==> config.mk <==
export PLATFORM = sky130hd
export DESIGN_NAME = lif_multi_param_loader
export DESIGN_NICKNAME = d
export VERILOG_FILES = /design/src/rtl/lif_multi_param_loader.sv
export SDC_FILE = /design/constraint.sdc
export NUM_CORES = 1
export LEC_CHECK = 0
export CAP_MARGIN = 20
export CORE_MARGIN = 1.5
export CORE_UTILIZATION = 30
export CTS_BUF_LIST = sky130_fd_sc_hd__clkbuf_8
export CTS_CLUSTER_DIAMETER = 60
export DETAILED_ROUTE_END_ITERATION = 8
export GPL_TIMING_DRIVEN = 0
export PLACE_DENSITY_LB_ADDON = 0.08
export SYNTH_ARGS = -nofsm -noshare
export SYNTH_HDL_FRONTEND = slang
export SYNTH_SLANG_ARGS = --single-unit
==> constraint.sdc <==
create_clock -name clk -period 3.2 [get_ports clk]
set_input_delay 0.32 -clock clk [delete_from_list [all_inputs] [get_ports clk]]
set_output_delay 0.32 -clock clk [all_outputs]
set_load 0.01 [all_outputs]
==> src/rtl/lif_multi_param_loader.sv <==
// Serial parameter loader for a multi-channel LIF neuron: shifts a framed bitstream into a shadow
// register and commits weights/leak/threshold/cycles atomically. Optional CRC-8 check: LIF_LOADER_CRC_EN.
module lif_multi_param_loader #(
    parameter int NUM_CH              = 4,
    parameter int W_WIDTH             = 3,
    parameter int LEAK_WIDTH          = 8,
    parameter int THR_WIDTH           = 8,
    parameter int CYC_WIDTH           = 4,
    parameter int DEFAULT_WA          = 2,
    parameter int DEFAULT_LEAK_RATE   = 2,
    parameter int DEFAULT_THRESHOLD   = 30,
    parameter int DEFAULT_LEAK_CYCLES = 2
) (
    input  logic                        clk,
    input  logic                        rst_n,
    input  logic                        enable,
    input  logic                        serial_data_in,
    input  logic                        load_enable,
    output logic [NUM_CH*W_WIDTH-1:0]   weights,
    output logic [LEAK_WIDTH-1:0]       leak_rate,
    output logic [THR_WIDTH-1:0]        threshold,
    output logic [CYC_WIDTH-1:0]        leak_cycles,
    output logic                        params_ready,
    output logic                        params_updated,
    output logic                        load_error
);

    localparam int P     = NUM_CH*W_WIDTH + LEAK_WIDTH + THR_WIDTH + CYC_WIDTH;
    localparam int SH_W  = P - 1;
    localparam int CNT_W = $clog2(P);
    localparam logic [CNT_W-1:0] LAST_BIT = CNT_W'(P - 1);

    localparam logic [1:0] ST_IDLE   = 2'd0;
    localparam logic [1:0] ST_SHIFT  = 2'd1;
    localparam logic [1:0] ST_HOLD   = 2'd3;

    logic [1:0]       state;
    logic [CNT_W-1:0] cnt;
    // Holds the first P-1 payload bits; the final bit is taken straight from the input (or last_bit).
    logic [SH_W-1:0]  shadow;
    logic [P-1:0]     commit_frame;
    logic             do_commit;
    logic             do_abort;
    logic             crc_bad;

`ifdef LIF_LOADER_CRC_EN
    localparam logic [1:0]       ST_CRC_RX = 2'd2;
    localparam logic [CNT_W-1:0] CRC_LAST  = CNT_W'(7);

    logic [7:0] crc_calc;
    logic [6:0] crc_rx;
    logic       last_bit;

    function automatic logic [7:0] crc8_step(input logic [7:0] crc, input logic b);
        logic fb;
        fb = crc[7] ^ b;
        return {crc[6:0], 1'b0} ^ (fb ? 8'h07 : 8'h00);
    endfunction

    assign commit_frame = {shadow, last_bit};
`else
    assign commit_frame = {shadow, serial_data_in};
`endif

    always_comb begin
        do_commit = 1'b0;
        do_abort  = 1'b0;
        crc_bad   = 1'b0;
        if (enable) begin
            case (state)
                ST_SHIFT: begin
                    if (!load_enable) begin
                        do_abort = 1'b1;
                    end else if (cnt == LAST_BIT) begin
`ifndef LIF_LOADER_CRC_EN
                        do_commit = 1'b1;
`endif
                    end
                end
`ifdef LIF_LOADER_CRC_EN
                ST_CRC_RX: begin
                    if (!load_enable) begin
                        do_abort = 1'b1;
                    end else if (cnt == CRC_LAST) begin
                        if ({crc_rx, serial_data_in} == crc_calc) do_commit = 1'b1;
                        else                                      crc_bad   = 1'b1;
                    end
                end
`endif
                default: ;
            endcase
        end
    end

    always_ff @(posedge clk) begin
        if (!rst_n) begin
            state          <= ST_IDLE;
            cnt            <= '0;
            shadow         <= '0;
            params_ready   <= 1'b1;
            params_updated <= 1'b0;
            load_error     <= 1'b0;
`ifdef LIF_LOADER_CRC_EN
            crc_calc       <= '0;
            crc_rx         <= '0;
            last_bit       <= 1'b0;
`endif
        end else begin
            params_updated <= do_commit;
            load_error     <= do_abort | crc_bad;
            if (do_commit || do_abort || crc_bad) params_ready <= 1'b1;
            if (enable) begin
                case (state)
                    ST_IDLE: begin
                        if (load_enable) begin
                            shadow       <= SH_W'(serial_data_in);
                            cnt          <= CNT_W'(1);
                            params_ready <= 1'b0;
                            state        <= ST_SHIFT;
`ifdef LIF_LOADER_CRC_EN
                            crc_calc     <= crc8_step(8'h00, serial_data_in);
`endif
                        end
                    end
                    ST_SHIFT: begin
                        if (do_abort) begin
                            cnt   <= '0;
                            state <= ST_IDLE;
                        end else if (cnt == LAST_BIT) begin
                            cnt   <= '0;
`ifdef LIF_LOADER_CRC_EN
                            last_bit <= serial_data_in;
                            crc_calc <= crc8_step(crc_calc, serial_data_in);
                            state    <= ST_CRC_RX;
`else
                            state    <= ST_HOLD;
`endif
                        end else begin
                            shadow <= {shadow[SH_W-2:0], serial_data_in};
                            cnt    <= cnt + CNT_W'(1);
`ifdef LIF_LOADER_CRC_EN
                            crc_calc <= crc8_step(crc_calc, serial_data_in);
`endif
                        end
                    end
`ifdef LIF_LOADER_CRC_EN
                    ST_CRC_RX: begin
                        if (do_abort) begin
                            cnt   <= '0;
                            state <= ST_IDLE;
                        end else if (cnt == CRC_LAST) begin
                            cnt   <= '0;
                            state <= ST_HOLD;
                        end else begin
                            crc_rx <= {crc_rx[5:0], serial_data_in};
                            cnt    <= cnt + CNT_W'(1);
                        end
                    end
`endif
                    default: begin
                        if (!load_enable) state <= ST_IDLE;
                    end
                endcase
            end
        end
    end

    // Active outputs move only at reset or on a commit edge.
    always_ff @(posedge clk) begin
        if (!rst_n) begin
            weights     <= {NUM_CH{W_WIDTH'(DEFAULT_WA)}};
            leak_rate   <= LEAK_WIDTH'(DEFAULT_LEAK_RATE);
            threshold   <= THR_WIDTH'(DEFAULT_THRESHOLD);
            leak_cycles <= CYC_WIDTH'(DEFAULT_LEAK_CYCLES);
        end else if (do_commit) begin
            for (int k = 0; k < NUM_CH; k++) begin
                weights[k*W_WIDTH +: W_WIDTH] <= commit_frame[P-1-k*W_WIDTH -: W_WIDTH];
            end
            leak_rate   <= commit_frame[CYC_WIDTH+THR_WIDTH +: LEAK_WIDTH];
            threshold   <= commit_frame[CYC_WIDTH +: THR_WIDTH];
            leak_cycles <= commit_frame[CYC_WIDTH-1:0];
        end
    end

endmodule

==> results of run 1 <==
==> cell usage in the layout, fill, tap and decap left out, types with 4 or more instances in the layout <==
cell type        count
nor2b_1              4
nand2_1             99
and3_1               4
a21boi_0             5
nand3_1             44
a22oi_1              4
clkdlybuf4s50_1     38
inv_1                4
clkbuf_1            12
clkbuf_8            10
a21boi_1            48
buf_2                4
nor2_1               4
buf_4                6
dfxtp_1             73
==> through the flow <==
step | instances | utilization
after floorplan | 331 | -
after global placement | 480 | 0.3646
after detailed placement | 480 | 0.3646
after CTS | 495 | 0.3850
after global routing | 495 | 0.3850
final | 495 | 0.3850
==> layout make-up <==
type	count	area, µm²	area share
Clock buffer	10	137.6	0.03887
Inverter	1	3.754	0.001060
Timing Repair Buffer	38	380.4	0.1074
Clock inverter	5	50.05	0.01413
Multi-Input combinational cell	231	1229	0.3470
Sequential cell	73	1461	0.4127
Buffer	26	140.1	0.03958
Tap cell	111	138.9	0.03922
==> worst reg2reg max path: cells and delay by family, from the launching register on <==
family | cells | cell delay, ps
compound gates | 1 | 150
simple gates | 4 | 530
buf+inv | 1 | 400
fa+ha+maj | 2 | 450
flops | 1 | 390
==> state kept, by name, indices dropped and copies added, names as in the netlist <==
register	count
shadow	31
weights	12
leak_rate	8
threshold	8
cnt	5
leak_cycles	4
state	2
load_error	1
params_ready	1
params_updated	1
==> cell families (layout without fill, tap and decap cells) <==
group / after synthesis / count (layout) / synth area share
simple gates: 166 / 166 / 0.2627
flops: 73 / 73 / 0.5157
compound gates: 63 / 63 / 0.1620
buf+inv: 27 / 80 / 0.05077
fa+ha+maj: 2 / 2 / 0.008829
==> worst max-delay path by stage <==
stage,to,slack (ps),cells after the start
after floorplan,shadow[10],1530,9
after global placement,shadow[17],1210,8
after detailed placement,shadow[21],1200,6
after CTS,shadow[25],1140,8
after global routing,shadow[19],960,8
final,shadow[25],1190,8
==> layer usage <==
layer / part of all wire / up-vias / GRT usage
met2: 0.42 / 41 / 0.2193
met3: 0.029 / 9 / 0.02507
li1: - / 1202 / -
met1: 0.54 / 1095 / 0.2044
met4: 0.015 / 0 / 0.05850
met5: 0 / - / 0
==> power groups by stage <==
stage	Sequential [mW]	Clock [mW]	Combinational [mW]
final	0.915	0.702	0.0795
after global routing	0.916	0.758	0.0874
after CTS	0.915	0.727	0.0800
after detailed placement	0.937	0	0.0799
after global placement	0.937	0	0.0806
after floorplan	0.936	0	0.0515
==> key figures, run 1 <==
Hold path
  • Worst Hold End: threshold[0]
  • Cell depth of the worst hold path: 2
  • Min-Delay Path Class: register to register
  • Hold Startpoint: threshold[0]

CTS
  • CTS tree: built
  • Cts hold-fix bufs: 0
  • Number of clock sinks: 73
  • CTS H-Tree Depth: 3
  • CTS Buf Count: 9
  • Post-cts gate resize count: 0
  • Clk root buf: clkbuf_8
  • Worst-Skew Late Latency: 330 ps
  • Post-CTS Setup Bufs: 0
  • Reg clk slew, reported paths: 70 ps
  • Max clock buf depth: 2

Global routing
  • Global-route wire length before repair: 11340 µm
  • Initial antenna violation count: 0
  • Overflow after GRT: 0
  • Vias in the first global route: 2294
  • Gr usage total: 0.1447
  • Largest net degree at the start of global routing: 12

Route
  • WL final: 6828 µm
  • DR DRC count: 0
  • Vias: 2347
  • WL/cell: 13.79 µm
  • Final ANT Viol Nets: 0
  • Via density: 4.741
  • Drt first-iter violations: 80
  • Drt first pass iters: 4

Timing
  • Total Neg Setup Slack: 0 ps
  • Fmax: 497.9 MHz
  • RSZ-0062 raised after global routing: false
  • Worst Tran Pin Value: 494.2 ps
  • Final period utilization: 0.6276
  • Relative slew slack: 0.6683
  • PnR worst setup slack: 1192 ps
  • Min Clock Period, post-route: 2008 ps
  • Final Slew Violations: 0
  • # setup viols final: 0
  • WHS: 451.7 ps
  • Final Hold Viols: 0
  • Clk_skew: 14.52 ps

Critical path
  • Worst-path maximum fanout: 10
  • Crit path largest cell delay: 400 ps
  • R2R Path End: shadow[25]
  • Reg2Reg Setup Slack: 1190 ps
  • Crit end category: register
  • Critical path type: register to register
  • CP Launch Type: register
  • R2R depth: 8
  • Worst EP required: 3460 ps
  • CP delay by family, top: simple AND/OR/NAND/NOR gates
  • Slowest CP cell: clkbuf_1
  • Crit Reg-Reg Startpoint: cnt[0]
  • Critical path data arrival time: 2270 ps
  • CP Launch Point: cnt[0]
  • Cells along the critical path: ha_1, and3_1, ha_1, nand2_1, nand3_1, clkbuf_1, nand2_1, a21boi_1
  • Worst path buffer plus inverter count: 1

Synthesis
  • Yosys top cell area share: 0.5157
  • Area leader, netlist: dfxtp_1
  • Ys Warns: 0
  • Mapped Avg Cell Area: 8.562 µm²
  • Async S/R FF share, synth: 0
  • Post-synth cell types: 28
  • Yosys reg bits: 73
  • Post-synth EDFFs: 0
  • Top-count cell post-synth: nand2_1
  • Register area share after synthesis: 0.5157
  • Synthesized instance count: 331
  • Syn Nets: 338
  • Ys flop type: dfxtp_1
  • Cell area after synthesis: 2834 µm²
  • Top post-synthesis cells by area: dfxtp_1 (52%), nand2_1 (13%), a21boi_1 (13%)
  • Most common library cells after synthesis: nand2_1 (99), dfxtp_1 (73), a21boi_1 (48)

Run status
  • Status: finished clean

Power
  • Power, Total: 1.697 mW
  • Clk pwr share: 0.414
  • Seq pwr share: 0.539
  • Power Dens Cells: 479.3 nW/µm²
  • Leakage: 1.271 nW
  • Psw: 384.4 µW
  • Net Sw Frac: 0.2265
  • Internal Pwr Total: 1.313 mW
  • Worst vdd ir: 173.7 µV
  • Combinational Power Share: 0.047

Cells and area
  • Layout cell share with drive strength beyond 1: 0.06510
  • Fin area: 3541 µm²
  • Area grow syn2layout: 24.94%
  • Nets: 387
  • Fill count: 992
  • Antenna cells: 0

Flow run
  • Max-cap violation count: 0

Placement
  • RD Place Congestion: 0.7439
  • Post-Place Worst Slack: 1205 ps
  • Post-DP Area: 3353 µm²
  • Port buffer count: 38
  • HPWL after DPL: 4759 µm

Floorplanning
  • Die area: 10040 µm²
  • Initial Util: 0.3082
  • IO Pins: 40
  • Row Count: 35
  • Die W: 100.2 µm
  • Die height: 100.2 µm
  • CORE AREA: 9196 µm²
No activity file was read; power rests on OpenSTA's default activity.
==> run 2, diff against run 1 <==
clock period = 1.6 ns   (was 3.2 ns; I/O delays follow)
==> run 2 against run 1 <==
  * The run now ends with negative setup slack left
  * Wire length increased by 9.8%
  * Combinational power increased to 2.6 times the previous value
  * Largest power group unchanged
  * Largest cell class is now multi-input gates
  * Critical path depth increased by 1
  * Clock skew decreased by 3.7 ps
  * Via count increased by 5.7%
  * Sequential share of layout area decreased by 7.6 points
  * Setup slack got worse by 1300 ps
  * Worst hold slack got worse by 140 ps
==> key figures, run 2 (synthesized netlist as in run 1, its figures left out) <==
Timing
  • Final Slew Violations: 0 (unchanged)
  • PnR worst setup slack: -66.32 ps (-1258 ps)
  • Final period utilization: 1.041 (+0.4138)
  • RSZ-0062 raised after global routing: true
  • Relative slew slack: 0.5603 (-0.1080)
  • Clk_skew: 10.85 ps (-3.673 ps)
  • # setup viols final: 53 (+53)
  • Final Hold Viols: 0 (unchanged)
  • Min Clock Period, post-route: 1666 ps (-342.1 ps)
  • Worst Tran Pin Value: 659.5 ps (+165.3 ps)
  • Total Neg Setup Slack: -1814 ps (-1814 ps)
  • WHS: 314.9 ps (-136.9 ps)
  • Fmax: 600.1 MHz (+21%)

Cells and area
  • Largest regs: shadow (31), weights (12)
  • Layout cell share with drive strength beyond 1: 0.3251 (+0.2600)
  • Area grow syn2layout: 53.29%
  • Most frequent cells in the layout: dfxtp_1 (71), nand2_1 (63), a21boi_1 (41)
  • Largest register FFs: 31 (unchanged)
  • Antenna cells: 0 (unchanged)
  • Non-Filler Instances: 514 (+3.8%)
  • Biggest register: shadow
  • Most common cell after layout, fill and taps aside: dfxtp_1
  • Fill count: 900 (-9.3%)
  • Nets: 405 (+4.7%)

Power
  • Psw: 841.6 µW (+120%)
  • Power Dens Cells: 844.3 nW/µm² (+76%)
  • Worst vdd ir: 453.8 µV (+160%)
  • Seq pwr share: 0.499 (-0.040)
  • Net Sw Frac: 0.2294 (+0.002920)
  • Combinational Power Share: 0.057 (+0.010)
  • Leakage: 1.844 nW (+45%)
  • Clk pwr share: 0.444 (+0.030)
  • Power, Total: 3.668 mW (+120%)
  • Internal Pwr Total: 2.826 mW (+120%)

Floorplanning
  • Die W: 100.2 µm (unchanged)
  • Die height: 100.2 µm (unchanged)
  • Die area: 10040 µm² (unchanged)
  • IO Pins: 40 (unchanged)
  • CORE AREA: 9196 µm² (unchanged)
  • Initial Util: 0.3082 (unchanged)
  • Row Count: 35 (unchanged)

CTS
  • Reg clk slew, reported paths: 70 ps (about the same)
  • Worst-Skew Late Latency: 340 ps (about the same)
  • Number of clock sinks: 73 (unchanged)
  • Clk root buf: clkbuf_8
  • CTS tree: built
  • Cts hold-fix bufs: 0 (unchanged)
  • CTS H-Tree Depth: 3 (unchanged)
  • Max clock buf depth: 2 (unchanged)
  • CTS Buf Count: 9 (unchanged)

Route
  • DR top layer: met4
  • WL met3: 143 µm (-28%)
  • WL/cell: 14.59 µm (+5.8%)
  • Routed wl met2: 3619 µm (+27%)
  • WL final: 7498 µm (+9.8%)
  • Drt first pass iters: 4 (unchanged)
  • Final ANT Viol Nets: 0 (unchanged)
  • Drt first-iter violations: 61 (-24%)
  • DR DRC count: 0 (unchanged)
  • Vias: 2480 (+5.7%)
  • Via density: 4.825 (+1.8%)
  • M1 WL: 3642 µm (-1.2%)

Placement
  • Inst Count DP: 480 (unchanged)
  • HPWL after DPL: 4715 µm (-0.93%)
  • RD Place Congestion: 0.7213 (-3.0%)
  • Port buffer count: 38 (unchanged)

Critical path
  • Worst EP required: 1830 ps (-1630 ps)
  • CP Launch Type: register
  • Crit end category: register
  • CP delay by family, top: simple AND/OR/NAND/NOR gates
  • Critical path type: register to register
  • Cells along the critical path: ha_4, and3_4, ha_4, nand2_2, and3_4, buf_4, buf_6, a22oi_2, nor2b_1
  • Critical path data arrival time: 1900 ps (-370 ps)
  • Worst-path maximum fanout: 8 (-2)
  • Crit path largest cell delay: 360 ps (-40 ps)
  • Slowest CP cell: dfxtp_2
  • Worst path buffer plus inverter count: 2 (+1)

Global routing
  • Gr usage total: 0.1505 (+0.005736)
  • Initial antenna violation count: 0 (unchanged)
  • Global-route wire length before repair: 11790 µm (+4.0%)
  • Vias in the first global route: 2370 (+3.3%)
  • Overflow after GRT: 0 (unchanged)
  • Largest net degree at the start of global routing: 13 (+1)

Run status
  • Status: finished, violations left
  • Failing checks: negative setup slack

Hold path
  • Min-Delay Path Class: input port to register

Flow run
  • Max-cap violation count: 0 (unchanged)
[run 2: final cells by class]
cell class,instances,area [µm²],share of cell area
clock inverters,6,82.58,0.01901
plain buffers,25,227.7,0.05242
multi-input cells,231,1653,0.3805
repair buffers,57,636.9,0.1466
well taps,111,138.9,0.03197
clock buffers,10,137.6,0.03168
inverters,1,3.754,0.0008641
flip-flops and latches,73,1464,0.3370
[run 2: repair_timing]
| item | in CTS | in global routing |
|---|---|---|
| resized for setup | 40 | 107 |
| cloned | 3 | 6 |
| endpoints found under the setup margin | 65 | 64 |
| setup buffers | 7 | 3 |
| pin swaps | 32 | 42 |
[run 2: path summary, 6_finish.rpt]
| kind | start | to | slack [ps] | cells after the start |
|---|---|---|---|---|
| worst max-delay path | cnt[0] | cnt[0] | -70 | 9 |
| worst max register to register | cnt[0] | cnt[0] | -70 | 9 |
| worst min-delay path | rst_n | state[0] | 310 | 3 |
| worst min register to register | leak_rate[2] | leak_rate[2] | 450 | 2 |
[run 2: power groups by stage]
stage / Combinational, mW / Clock [mW] / Sequential [mW]
after global routing: 0.227 / 1.74 / 1.83
after CTS: 0.195 / 1.67 / 1.83
after floorplan: 0.108 / 0 / 1.87
final: 0.209 / 1.63 / 1.83
after global placement: 0.165 / 0 / 1.87
after detailed placement: 0.166 / 0 / 1.87
[run 2: metal layers]
layer	GRT usage	vias up
met3	0.02855	8
met4	0.06176	0
met2	0.2423	26
li1	-	1249
met1	0.1985	1197
met5	0	-
[run 2: stage by stage]
stage	util	worst slack (ps)	cell area (µm²)
finish	0.4724	-66.32	4344
global placement	0.3672	-337.5	3377
CTS	0.4147	-46.60	3814
floorplan	-	16.27	2858
global route	0.4724	-122.9	4344
detailed placement	0.3672	-393.3	3377
[run 2: worst min-delay path: cells and delay by family]
kind,cells,cell delay (ps)
buffers and inverters,1,230
AND/OR/NAND/NOR,2,220
